===== config.mk =====
export PLATFORM = sky130hd
export DESIGN_NAME = alu_issue_flat
export DESIGN_NICKNAME = d
export VERILOG_FILES = /design/src/rtl/alu_issue_pkg.sv /design/src/rtl/alu_issue_if.sv /design/src/rtl/alu_issue_fwd_mux.sv /design/src/rtl/alu_issue.sv /design/src/flat_wrapper.sv
export SDC_FILE = /design/constraint.sdc
export NUM_CORES = 1
export LEC_CHECK = 0
export ABC_AREA = 1
export CAP_MARGIN = 20
export CORE_MARGIN = 2
export CORE_UTILIZATION = 41
export CTS_CLUSTER_DIAMETER = 30
export DETAILED_ROUTE_END_ITERATION = 7
export PLACE_DENSITY = 0.86
export SLEW_MARGIN = 20
export SYNTH_ARGS = -nofsm -noshare
export SYNTH_HDL_FRONTEND = slang
export SYNTH_SLANG_ARGS = --single-unit

===== constraint.sdc =====
create_clock -name clk_i -period 1.85 [get_ports clk_i]
set_clock_uncertainty 0.1 [all_clocks]
set_input_delay 0.37 -clock clk_i [delete_from_list [all_inputs] [get_ports clk_i]]
set_output_delay 0.37 -clock clk_i [all_outputs]
set_load 0.05 [all_outputs]

===== src/rtl/alu_issue_pkg.sv =====
// Shared widths, ALU op encodings and the decoded-instruction request struct
// for the operand-issue stage.
package alu_issue_pkg;
    localparam int DATA_W = 32;
    localparam int REG_AW = 5;
    localparam int OS_W   = 3;
    localparam int NUM_SRC = 2;

    typedef enum logic [OS_W-1:0] {
        OP_ADD = 3'd0, OP_SUB = 3'd1, OP_AND = 3'd2, OP_OR  = 3'd3,
        OP_XOR = 3'd4, OP_SLL = 3'd5, OP_SRL = 3'd6, OP_OP7 = 3'd7
    } alu_op_e;

    typedef struct packed {
        logic [REG_AW-1:0] rs1;
        logic [REG_AW-1:0] rs2;
        logic [REG_AW-1:0] rd;
        logic [OS_W-1:0]   os;
        logic              use_imm;
        logic [DATA_W-1:0] imm;
    } issue_req_t;
endpackage


===== src/rtl/alu_issue_if.sv =====
// Decoded-instruction handshake into the issue stage.
interface alu_issue_if;
    import alu_issue_pkg::*;
    logic       valid;
    logic       ready;
    issue_req_t req;

    modport master (output valid, output req, input ready);
    modport slave  (input valid, input req, output ready);
endinterface


===== src/rtl/alu_issue_fwd_mux.sv =====
// Per-source operand bypass: x0, then ALU result, then writeback, then regfile.
module alu_fwd_mux
    import alu_issue_pkg::*;
(
    input  logic [REG_AW-1:0] src_i,
    input  logic [DATA_W-1:0] rf_data_i,
    input  logic              ex_valid_i,
    input  logic [REG_AW-1:0] ex_rd_i,
    input  logic [DATA_W-1:0] alu_rd_i,
    input  logic              wb_we_i,
    input  logic [REG_AW-1:0] wb_addr_i,
    input  logic [DATA_W-1:0] wb_data_i,
    output logic [DATA_W-1:0] data_o
);
    always_comb begin
        data_o = rf_data_i;
        if (src_i == '0)
            data_o = '0;
        else if (ex_valid_i && ex_rd_i == src_i)
            data_o = alu_rd_i;
        else if (wb_we_i && wb_addr_i == src_i)
            data_o = wb_data_i;
    end
endmodule


===== src/rtl/alu_issue.sv =====
// Operand-issue stage: bypassed operand resolution, one-cycle ALU hazard stall,
// registered sr1/sr2/os/shift and in-flight destination tracking.
module alu_issue
    import alu_issue_pkg::*;
(
    input  logic              clk_i,
    input  logic              rst_ni,
    alu_issue_if.slave        in_if,
    input  logic              flush_i,
    output logic [REG_AW-1:0] rf_ra1_o,
    output logic [REG_AW-1:0] rf_ra2_o,
    input  logic [DATA_W-1:0] rf_rd1_i,
    input  logic [DATA_W-1:0] rf_rd2_i,
    input  logic [DATA_W-1:0] alu_rd_i,
    input  logic              wb_we_i,
    input  logic [REG_AW-1:0] wb_addr_i,
    input  logic [DATA_W-1:0] wb_data_i,
    output logic [DATA_W-1:0] sr1_o,
    output logic [DATA_W-1:0] sr2_o,
    output logic [OS_W-1:0]   os_o,
    output logic [DATA_W-1:0] shift_o,
    output logic              iss_valid_o,
    output logic              ex_valid_o,
    output logic [REG_AW-1:0] ex_rd_addr_o
);
    logic [DATA_W-1:0] sr1_q, sr1_d, sr2_q, sr2_d, shift_q, shift_d;
    logic [OS_W-1:0]   os_q, os_d;
    logic [REG_AW-1:0] iss_rd_q, iss_rd_d, ex_rd_q;
    logic              iss_valid_q, ex_valid_q;

    logic [NUM_SRC-1:0][REG_AW-1:0] src;
    logic [NUM_SRC-1:0][DATA_W-1:0] rf_data, fwd_data;
    logic [DATA_W-1:0]              op2;
    logic                           stall, accept;

    assign rf_ra1_o   = in_if.req.rs1;
    assign rf_ra2_o   = in_if.req.rs2;
    assign src        = {in_if.req.rs2, in_if.req.rs1};
    assign rf_data    = {rf_rd2_i, rf_rd1_i};

    for (genvar g = 0; g < NUM_SRC; g++) begin : g_fwd
        alu_fwd_mux u_fwd (
            .src_i      (src[g]),
            .rf_data_i  (rf_data[g]),
            .ex_valid_i (ex_valid_q),
            .ex_rd_i    (ex_rd_q),
            .alu_rd_i   (alu_rd_i),
            .wb_we_i    (wb_we_i),
            .wb_addr_i  (wb_addr_i),
            .wb_data_i  (wb_data_i),
            .data_o     (fwd_data[g])
        );
    end

    // The issued result only reaches alu_rd a cycle later; a consumer right
    // behind its producer waits one bubble and then picks it off the bypass.
    assign stall = in_if.valid && iss_valid_q && (iss_rd_q != '0) &&
                   ((iss_rd_q == in_if.req.rs1) ||
                    (!in_if.req.use_imm && iss_rd_q == in_if.req.rs2));
    assign in_if.ready = ~stall;
    assign accept      = in_if.valid && !stall && !flush_i;
    assign op2         = in_if.req.use_imm ? in_if.req.imm : fwd_data[1];

    always_comb begin
        sr1_d    = sr1_q;
        sr2_d    = sr2_q;
        os_d     = os_q;
        shift_d  = shift_q;
        iss_rd_d = iss_rd_q;
        if (accept) begin
            sr1_d    = fwd_data[0];
            sr2_d    = op2;
            os_d     = in_if.req.os;
            shift_d  = {{(DATA_W-5){1'b0}}, op2[4:0]};
            iss_rd_d = in_if.req.rd;
        end
    end

    always_ff @(posedge clk_i or negedge rst_ni) begin
        if (!rst_ni) begin
            sr1_q       <= '0;
            sr2_q       <= '0;
            os_q        <= '0;
            shift_q     <= '0;
            iss_rd_q    <= '0;
            ex_rd_q     <= '0;
            iss_valid_q <= 1'b0;
            ex_valid_q  <= 1'b0;
        end else begin
            sr1_q       <= sr1_d;
            sr2_q       <= sr2_d;
            os_q        <= os_d;
            shift_q     <= shift_d;
            iss_rd_q    <= iss_rd_d;
            ex_rd_q     <= iss_rd_q;
            iss_valid_q <= accept;
            ex_valid_q  <= iss_valid_q && !flush_i;
        end
    end

    assign sr1_o        = sr1_q;
    assign sr2_o        = sr2_q;
    assign os_o         = os_q;
    assign shift_o      = shift_q;
    assign iss_valid_o  = iss_valid_q;
    assign ex_valid_o   = ex_valid_q;
    assign ex_rd_addr_o = ex_rd_q;
endmodule

===== src/flat_wrapper.sv =====
// flat-port wrapper written by rule: the top's interface ports become plain ports
module alu_issue_flat import alu_issue_pkg::*;
  (clk_i, rst_ni, flush_i, rf_ra1_o, rf_ra2_o, rf_rd1_i, rf_rd2_i, alu_rd_i, wb_we_i, wb_addr_i, wb_data_i, sr1_o, sr2_o, os_o, shift_o, iss_valid_o, ex_valid_o, ex_rd_addr_o, in_if_valid, in_if_req, in_if_ready);
  alu_issue_if in_if_i ();
  input  logic clk_i;
  input  logic rst_ni;
  input  logic flush_i;
  output logic [REG_AW-1:0] rf_ra1_o;
  output logic [REG_AW-1:0] rf_ra2_o;
  input  logic [DATA_W-1:0] rf_rd1_i;
  input  logic [DATA_W-1:0] rf_rd2_i;
  input  logic [DATA_W-1:0] alu_rd_i;
  input  logic wb_we_i;
  input  logic [REG_AW-1:0] wb_addr_i;
  input  logic [DATA_W-1:0] wb_data_i;
  output logic [DATA_W-1:0] sr1_o;
  output logic [DATA_W-1:0] sr2_o;
  output logic [OS_W-1:0] os_o;
  output logic [DATA_W-1:0] shift_o;
  output logic iss_valid_o;
  output logic ex_valid_o;
  output logic [REG_AW-1:0] ex_rd_addr_o;
  input wire logic [$bits(in_if_i.valid)-1:0] in_if_valid;
  input wire logic [$bits(in_if_i.req)-1:0] in_if_req;
  output wire logic [$bits(in_if_i.ready)-1:0] in_if_ready;
  assign in_if_i.valid = in_if_valid;
  assign in_if_i.req = in_if_req;
  assign in_if_ready = in_if_i.ready;
  alu_issue u_core (.clk_i(clk_i), .rst_ni(rst_ni), .in_if(in_if_i), .flush_i(flush_i), .rf_ra1_o(rf_ra1_o), .rf_ra2_o(rf_ra2_o), .rf_rd1_i(rf_rd1_i), .rf_rd2_i(rf_rd2_i), .alu_rd_i(alu_rd_i), .wb_we_i(wb_we_i), .wb_addr_i(wb_addr_i), .wb_data_i(wb_data_i), .sr1_o(sr1_o), .sr2_o(sr2_o), .os_o(os_o), .shift_o(shift_o), .iss_valid_o(iss_valid_o), .ex_valid_o(ex_valid_o), .ex_rd_addr_o(ex_rd_addr_o));
endmodule

=== Word level (Yosys, flattened, before mapping) ===
Cells that the tools add are included.

* Bits in registers: 84
* Input port bits: 189
* Word-level logic and storage cells: 40
* Output and inout port bits: 117

* Multiplexer cells: 7
* Equality and inequality tests: 6
* Reductions and logical operators: 18
* Bitwise operators: 1

{| class="wikitable"
|+ Operator list
! operator !! count
|-
| 2-to-1 mux 32 bit || 7
|-
| equality test 5 bit || 6
|-
| logical AND 1 bit || 11
|-
| logical NOT 5 bit || 2
|-
| nonzero test 5 bit || 1
|-
| logical NOT 1 bit || 3
|-
| logical OR 1 bit || 1
|-
| inverter 1 bit || 1
|}

=== Longest topological paths before layout ===
* Depth in word-level cells: 7
* Gate-level depth with buffers: 12
* Depth with buffers taken out: 11

=== Modules after synthesis ===
From an unflattened synthesis, not the netlist that was laid out.

* Cells, all modules: 1122
* Area total of the unflattened synthesis: 7191.9 um^2

{| class="wikitable"
|+ By module, submodules not included
! module !! cells each !! sequential area each (um^2) !! area an instance (um^2) !! instances
|-
| alu_issue || 524 || 1976.9 || 4369.2 || 1
|-
| alu_fwd_mux || 299 || 0.0 || 1411.4 || 2
|}

=== Worst setup path after synthesis ===
No wires, ideal clock.

* Kind: register to register
* Start point: register u_core.ex_rd_q[0] (netlist: u_core.ex_rd_addr_o[0])
* End point: register u_core.sr2_q[0] (netlist: u_core.sr2_o[0])
* Period minus slack after synthesis: 1.792 ns
* Required time: 1.627 ns
* Setup slack: 0.058 ns
* Stages on the path, launching flop included: 11
* Arrival: 1.569 ns
* Cells stage by stage: dfrtp_1 -> inv_1 -> nand2_1 -> nand2_1 -> nor2_1 -> nand3_2 -> buf_2 -> nor2_1 -> nor2_1 -> nand2_1 -> a21oi_1

* Cells in the longest elaborated chain, start to end: 5

{| class="wikitable"
|+ RTL lines
! what !! line !! RTL
|-
| start: declaration || alu_issue.sv:28 || <nowiki>logic [REG_AW-1:0] iss_rd_q, iss_rd_d, ex_rd_q;</nowiki>
|-
| start signal: assignment || alu_issue.sv:95 || <nowiki>ex_rd_q <= iss_rd_q;</nowiki>
|-
| equality test 5 bit || alu_issue_fwd_mux.sv:19 || <nowiki>else if (ex_valid_i && ex_rd_i == src_i)</nowiki>
|-
| logical AND 1 bit || alu_issue_fwd_mux.sv:19 ||
|-
| 2-to-1 mux 32 bit || alu_issue_fwd_mux.sv:19 ||
|-
| 2-to-1 mux 32 bit || alu_issue_fwd_mux.sv:17 || <nowiki>if (src_i == '0)</nowiki>
|-
| 2-to-1 mux 32 bit || alu_issue.sv:62 || <nowiki>assign op2 = in_if.req.use_imm ? in_if.req.imm : fwd_data[1];</nowiki>
|-
| end signal: assignment || alu_issue.sv:91 || <nowiki>sr2_q <= sr2_d;</nowiki>
|-
| end: declaration || alu_issue.sv:26 || <nowiki>logic [DATA_W-1:0] sr1_q, sr1_d, sr2_q, sr2_d, shift_q, shift_d;</nowiki>
|}

No other way between the ends.
A chain may end at the register's enable or synchronous reset.

=== Final worst setup path ===
* Start point: input port in_if_req[32]
* End point: output port in_if_ready

* Cells in the longest elaborated chain, start to end: 5

{| class="wikitable"
|+ RTL lines
! what !! line !! RTL
|-
| start: declaration || flat_wrapper.sv:24 || <nowiki>input wire logic [$bits(in_if_i.req)-1:0] in_if_req;</nowiki>
|-
| logical NOT 1 bit || alu_issue.sv:59 || <nowiki>(!in_if.req.use_imm && iss_rd_q == in_if.req.rs2));</nowiki>
|-
| logical AND 1 bit || alu_issue.sv:59 ||
|-
| logical OR 1 bit || alu_issue.sv:58 || <nowiki>((iss_rd_q == in_if.req.rs1) ||</nowiki>
|-
| logical AND 1 bit || alu_issue.sv:57 || <nowiki>assign stall = in_if.valid && iss_valid_q && (iss_rd_q != '0) &&</nowiki>
|-
| inverter 1 bit || alu_issue.sv:60 || <nowiki>assign in_if.ready = ~stall;</nowiki>
|-
| end: declaration || flat_wrapper.sv:25 || <nowiki>output wire logic [$bits(in_if_i.ready)-1:0] in_if_ready;</nowiki>
|}

No other way between the ends.

==> metrics.txt <==
deepest clock path buffer count=2; number of I/O port buffers=278; number of warnings issued by yosys=0; num rows=44; Post-Syn Area=0.006161 mm2; Relative slew margins=0.5937; compound-cell area share of the yosys netlist=0.06661; CP required=1380 ps; area leader, netlist=sky130_fd_sc_hd__dfrtp_1; fraction of the cycle the final worst path needs=1.132; failing checks=setup timing; fmax=477.4 MHz; start point of the worst hold path=u_core.iss_rd_q[2]; biggest cell delay along the critical path=450 ps; overall global routing resource usage=0.3192; setup TNS=-4064 ps; top cells by count, synth=sky130_fd_sc_hd__nand2_1 (356), sky130_fd_sc_hd__nor2_1 (115), sky130_fd_sc_hd__inv_1 (114), sky130_fd_sc_hd__nand3_1 (101), sky130_fd_sc_hd__dfrtp_1 (79); number of instances in the synthesized netlist=1009; Area contributors post-synth=sky130_fd_sc_hd__dfrtp_1 (32%), sky130_fd_sc_hd__nand2_1 (22%), sky130_fd_sc_hd__nand3_1 (8.2%); type of the most critical hold path=register to register; relative area change from synthesis to final layout=64.30%; Setup Crit Path Kind=primary input to output port; Via-to-Cell Ratio=5.213; clk root buf=sky130_fd_sc_hd__clkbuf_16; Worst-Margin Slew=609.5 ps; Crit path arrival time=1620 ps; clock-pin slew of the registers on the worst-case setup and hold paths=70 ps; number of synthesized flops with an enable pin=0; core area=0.01459 mm2; pin count of the biggest net entering global routing=50; outcome=complete, but fails checks; Post-Syn Area per Cell=6.106 um2; peak supply drop=0.7749 mV; GR Overflow Total=0; vertical extent of the die=126.6 um; gpl congestion=1.015; count of distinct cell types in the synthesized netlist=27; number of antenna violations at the first check in global routing=0; Detailed Place HPWL=19700 um; largest family of logic cells by synthesized area=simple AND/OR/NAND/NOR gates; origin of the critical flop-to-flop path=u_core.iss_rd_q[0]; share of synthesized flip-flops with an asynchronous set or reset=1.000; unrepaired setup endpoints after global routing=yes; vias in the first global route=7076; Net count, final=1495; sequential area share after synthesis=0.3209; level count of the clock H-tree=3; most instantiated library cell after synthesis=sky130_fd_sc_hd__nand2_1; Crit. End Element=output port; CTS tree=done; dominant synthesized flop cell=sky130_fd_sc_hd__dfrtp_1; max_cap viols=0; adder and majority gate portion of the synthesized area=0; number of flip-flops and latches in the synthesized netlist=79; total clock buffers created by CTS=9; Final Hold Viols=0; die outline area=0.01602 mm2; final setup vio count=64; n_diodes=0; share of cell area taken by muxes after synthesis=0; overall die width=126.6 um; nature of the critical path startpoint=primary input; post-layout worst setup margin=-244.6 ps; timing startpoint of the critical path=in_if_req[32]; worst hold slack across all endpoints=352.2 ps; number of DRC markers in iteration 0=948; number of max-slew violations in the final report=0; post-synthesis xor/xnor area fraction=0.001422; time the final worst path needs with I/O delays and setup=2095 ps; CP max FO=2; slowest cell on the critical path=sky130_fd_sc_hd__clkdlybuf4s50_1; Crit path top cell by count=sky130_fd_sc_hd__buf_12; Crit path max-delay family=buffers and inverters; Bufs and invs on worst path=4; detailed-router iteration count before antenna repair=6; fraction of layout cells with a size suffix above 1=0.2021; first-pass GRT wire length=39880 um; worst-path cell chain=clkdlybuf4s50_1, inv_1, nand2_1, nor2_1, nand3_1, nand2_2, nand2_4, buf_12, buf_12; number of remaining DRC errors=0; share of the synthesized area in the top cell type=0.3209; remaining antenna violation count=0; Simple-Gate Fraction of Synth Area=0.4283; routed vias=7793; power per unit of standard cell area=728.0 mW/mm2; wirelength, routed=27600 um; Initial Utilization=0.4223; static leakage=5.425 nW; clk sink count=79; Ports=306; drt wl/cell=18.46 um; clock latency at the later pin of the worst-skew pair=350 ps
## path summary, 6_finish.rpt
check | to | slack (ps) | cells past startpoint
worst max-delay path | in_if_ready | -240 | 9
worst min-delay path | u_core.ex_rd_addr_o[2] | 350 | 0
worst max register to register | u_core.sr1_o[10] | -120 | 13
worst min register to register | u_core.ex_rd_addr_o[2] | 350 | 0
max in group asynchronous | u_core.sr1_o[20] | 860 | 3
min in group asynchronous | u_core.sr1_o[31] | 430 | 3
## where the power goes
| group | internal (mW) | switching [mW] |
|---|---|---|
| Clock | 1.10 | 0.804 |
| Combinational | 1.20 | 2.05 |
| Sequential | 1.98 | 0.229 |
| Total | 4.29 | 3.08 |
## cell type report
type	count	area, um2
Clock buffer	10	239.0
Clock inverter	6	75.07
Fill cell	1237	4467
Inverter	126	488.0
Multi-Input combinational cell	733	3386
Sequential cell	79	1982
Tap cell	184	230.2
Timing Repair Buffer	357	3722
## cell usage in the layout (no fill, tap or decap), types with 14 or more instances in the layout
cell,synthesis,layout
sky130_fd_sc_hd__a21oi_1,65,34
sky130_fd_sc_hd__a21oi_2,0,26
sky130_fd_sc_hd__buf_12,0,27
sky130_fd_sc_hd__buf_4,45,122
sky130_fd_sc_hd__clkbuf_16,0,16
sky130_fd_sc_hd__clkdlybuf4s50_1,0,173
sky130_fd_sc_hd__conb_1,1,27
sky130_fd_sc_hd__dfrtp_1,79,75
sky130_fd_sc_hd__inv_1,114,110
sky130_fd_sc_hd__inv_2,12,14
sky130_fd_sc_hd__nand2_1,356,349
sky130_fd_sc_hd__nand3_1,101,101
sky130_fd_sc_hd__nand4_1,34,34
sky130_fd_sc_hd__nor2_1,115,114
## metal layers
layer | share of wire | vias to the layer above | global-route usage
met1 | 0.40 | 3556 | 0.4377
met4 | 0.039 | 0 | 0.1157
met3 | 0.091 | 79 | 0.05947
met2 | 0.47 | 497 | 0.5046
met5 | 0 | - | 0
li1 | - | 3661 | -
## flip-flops by register name, summed over array words and instances (netlist names)
register             count
u_core.ex_rd_addr_o      5
u_core.iss_rd_q          5
u_core.sr2_o            32
u_core.sr1_o            32
u_core.ex_valid_o        1
u_core.iss_valid_o       1
u_core.os_o              3
## kinds of logic after synthesis
logic type	count (synthesis)
AND/OR/NAND/NOR	622
buffers and inverters	225
AO/OA/AOI/OAI	81
flip-flops	79
XOR/XNOR	1
other	1
## per-stage QoR
step           instances  setup slack (ps)  power [mW]  area [um2]  utilization
3_5_place_dp        1450            -667.4       5.229        9064       0.6213
2_1_floorplan       1035             57.66       3.985        6259            -
3_3_place_gp        1450            -613.6       5.206        9064       0.6213
6_report            1495            -244.6       7.369       10120       0.6938
4_1_cts             1480            -225.5       7.202        9698       0.6648
5_1_grt             1495            -318.0       7.651       10120       0.6938
## repair_timing
action                     CTS  global route
gates cloned                 3            11
hold endpoints to repair    79             0
hold buffers                 1             0
setup endpoints to repair   74            74
setup buffers               10             5
gates resized for setup     61            43
pin swaps                    5             8
(Power assumes the default switching activity.)
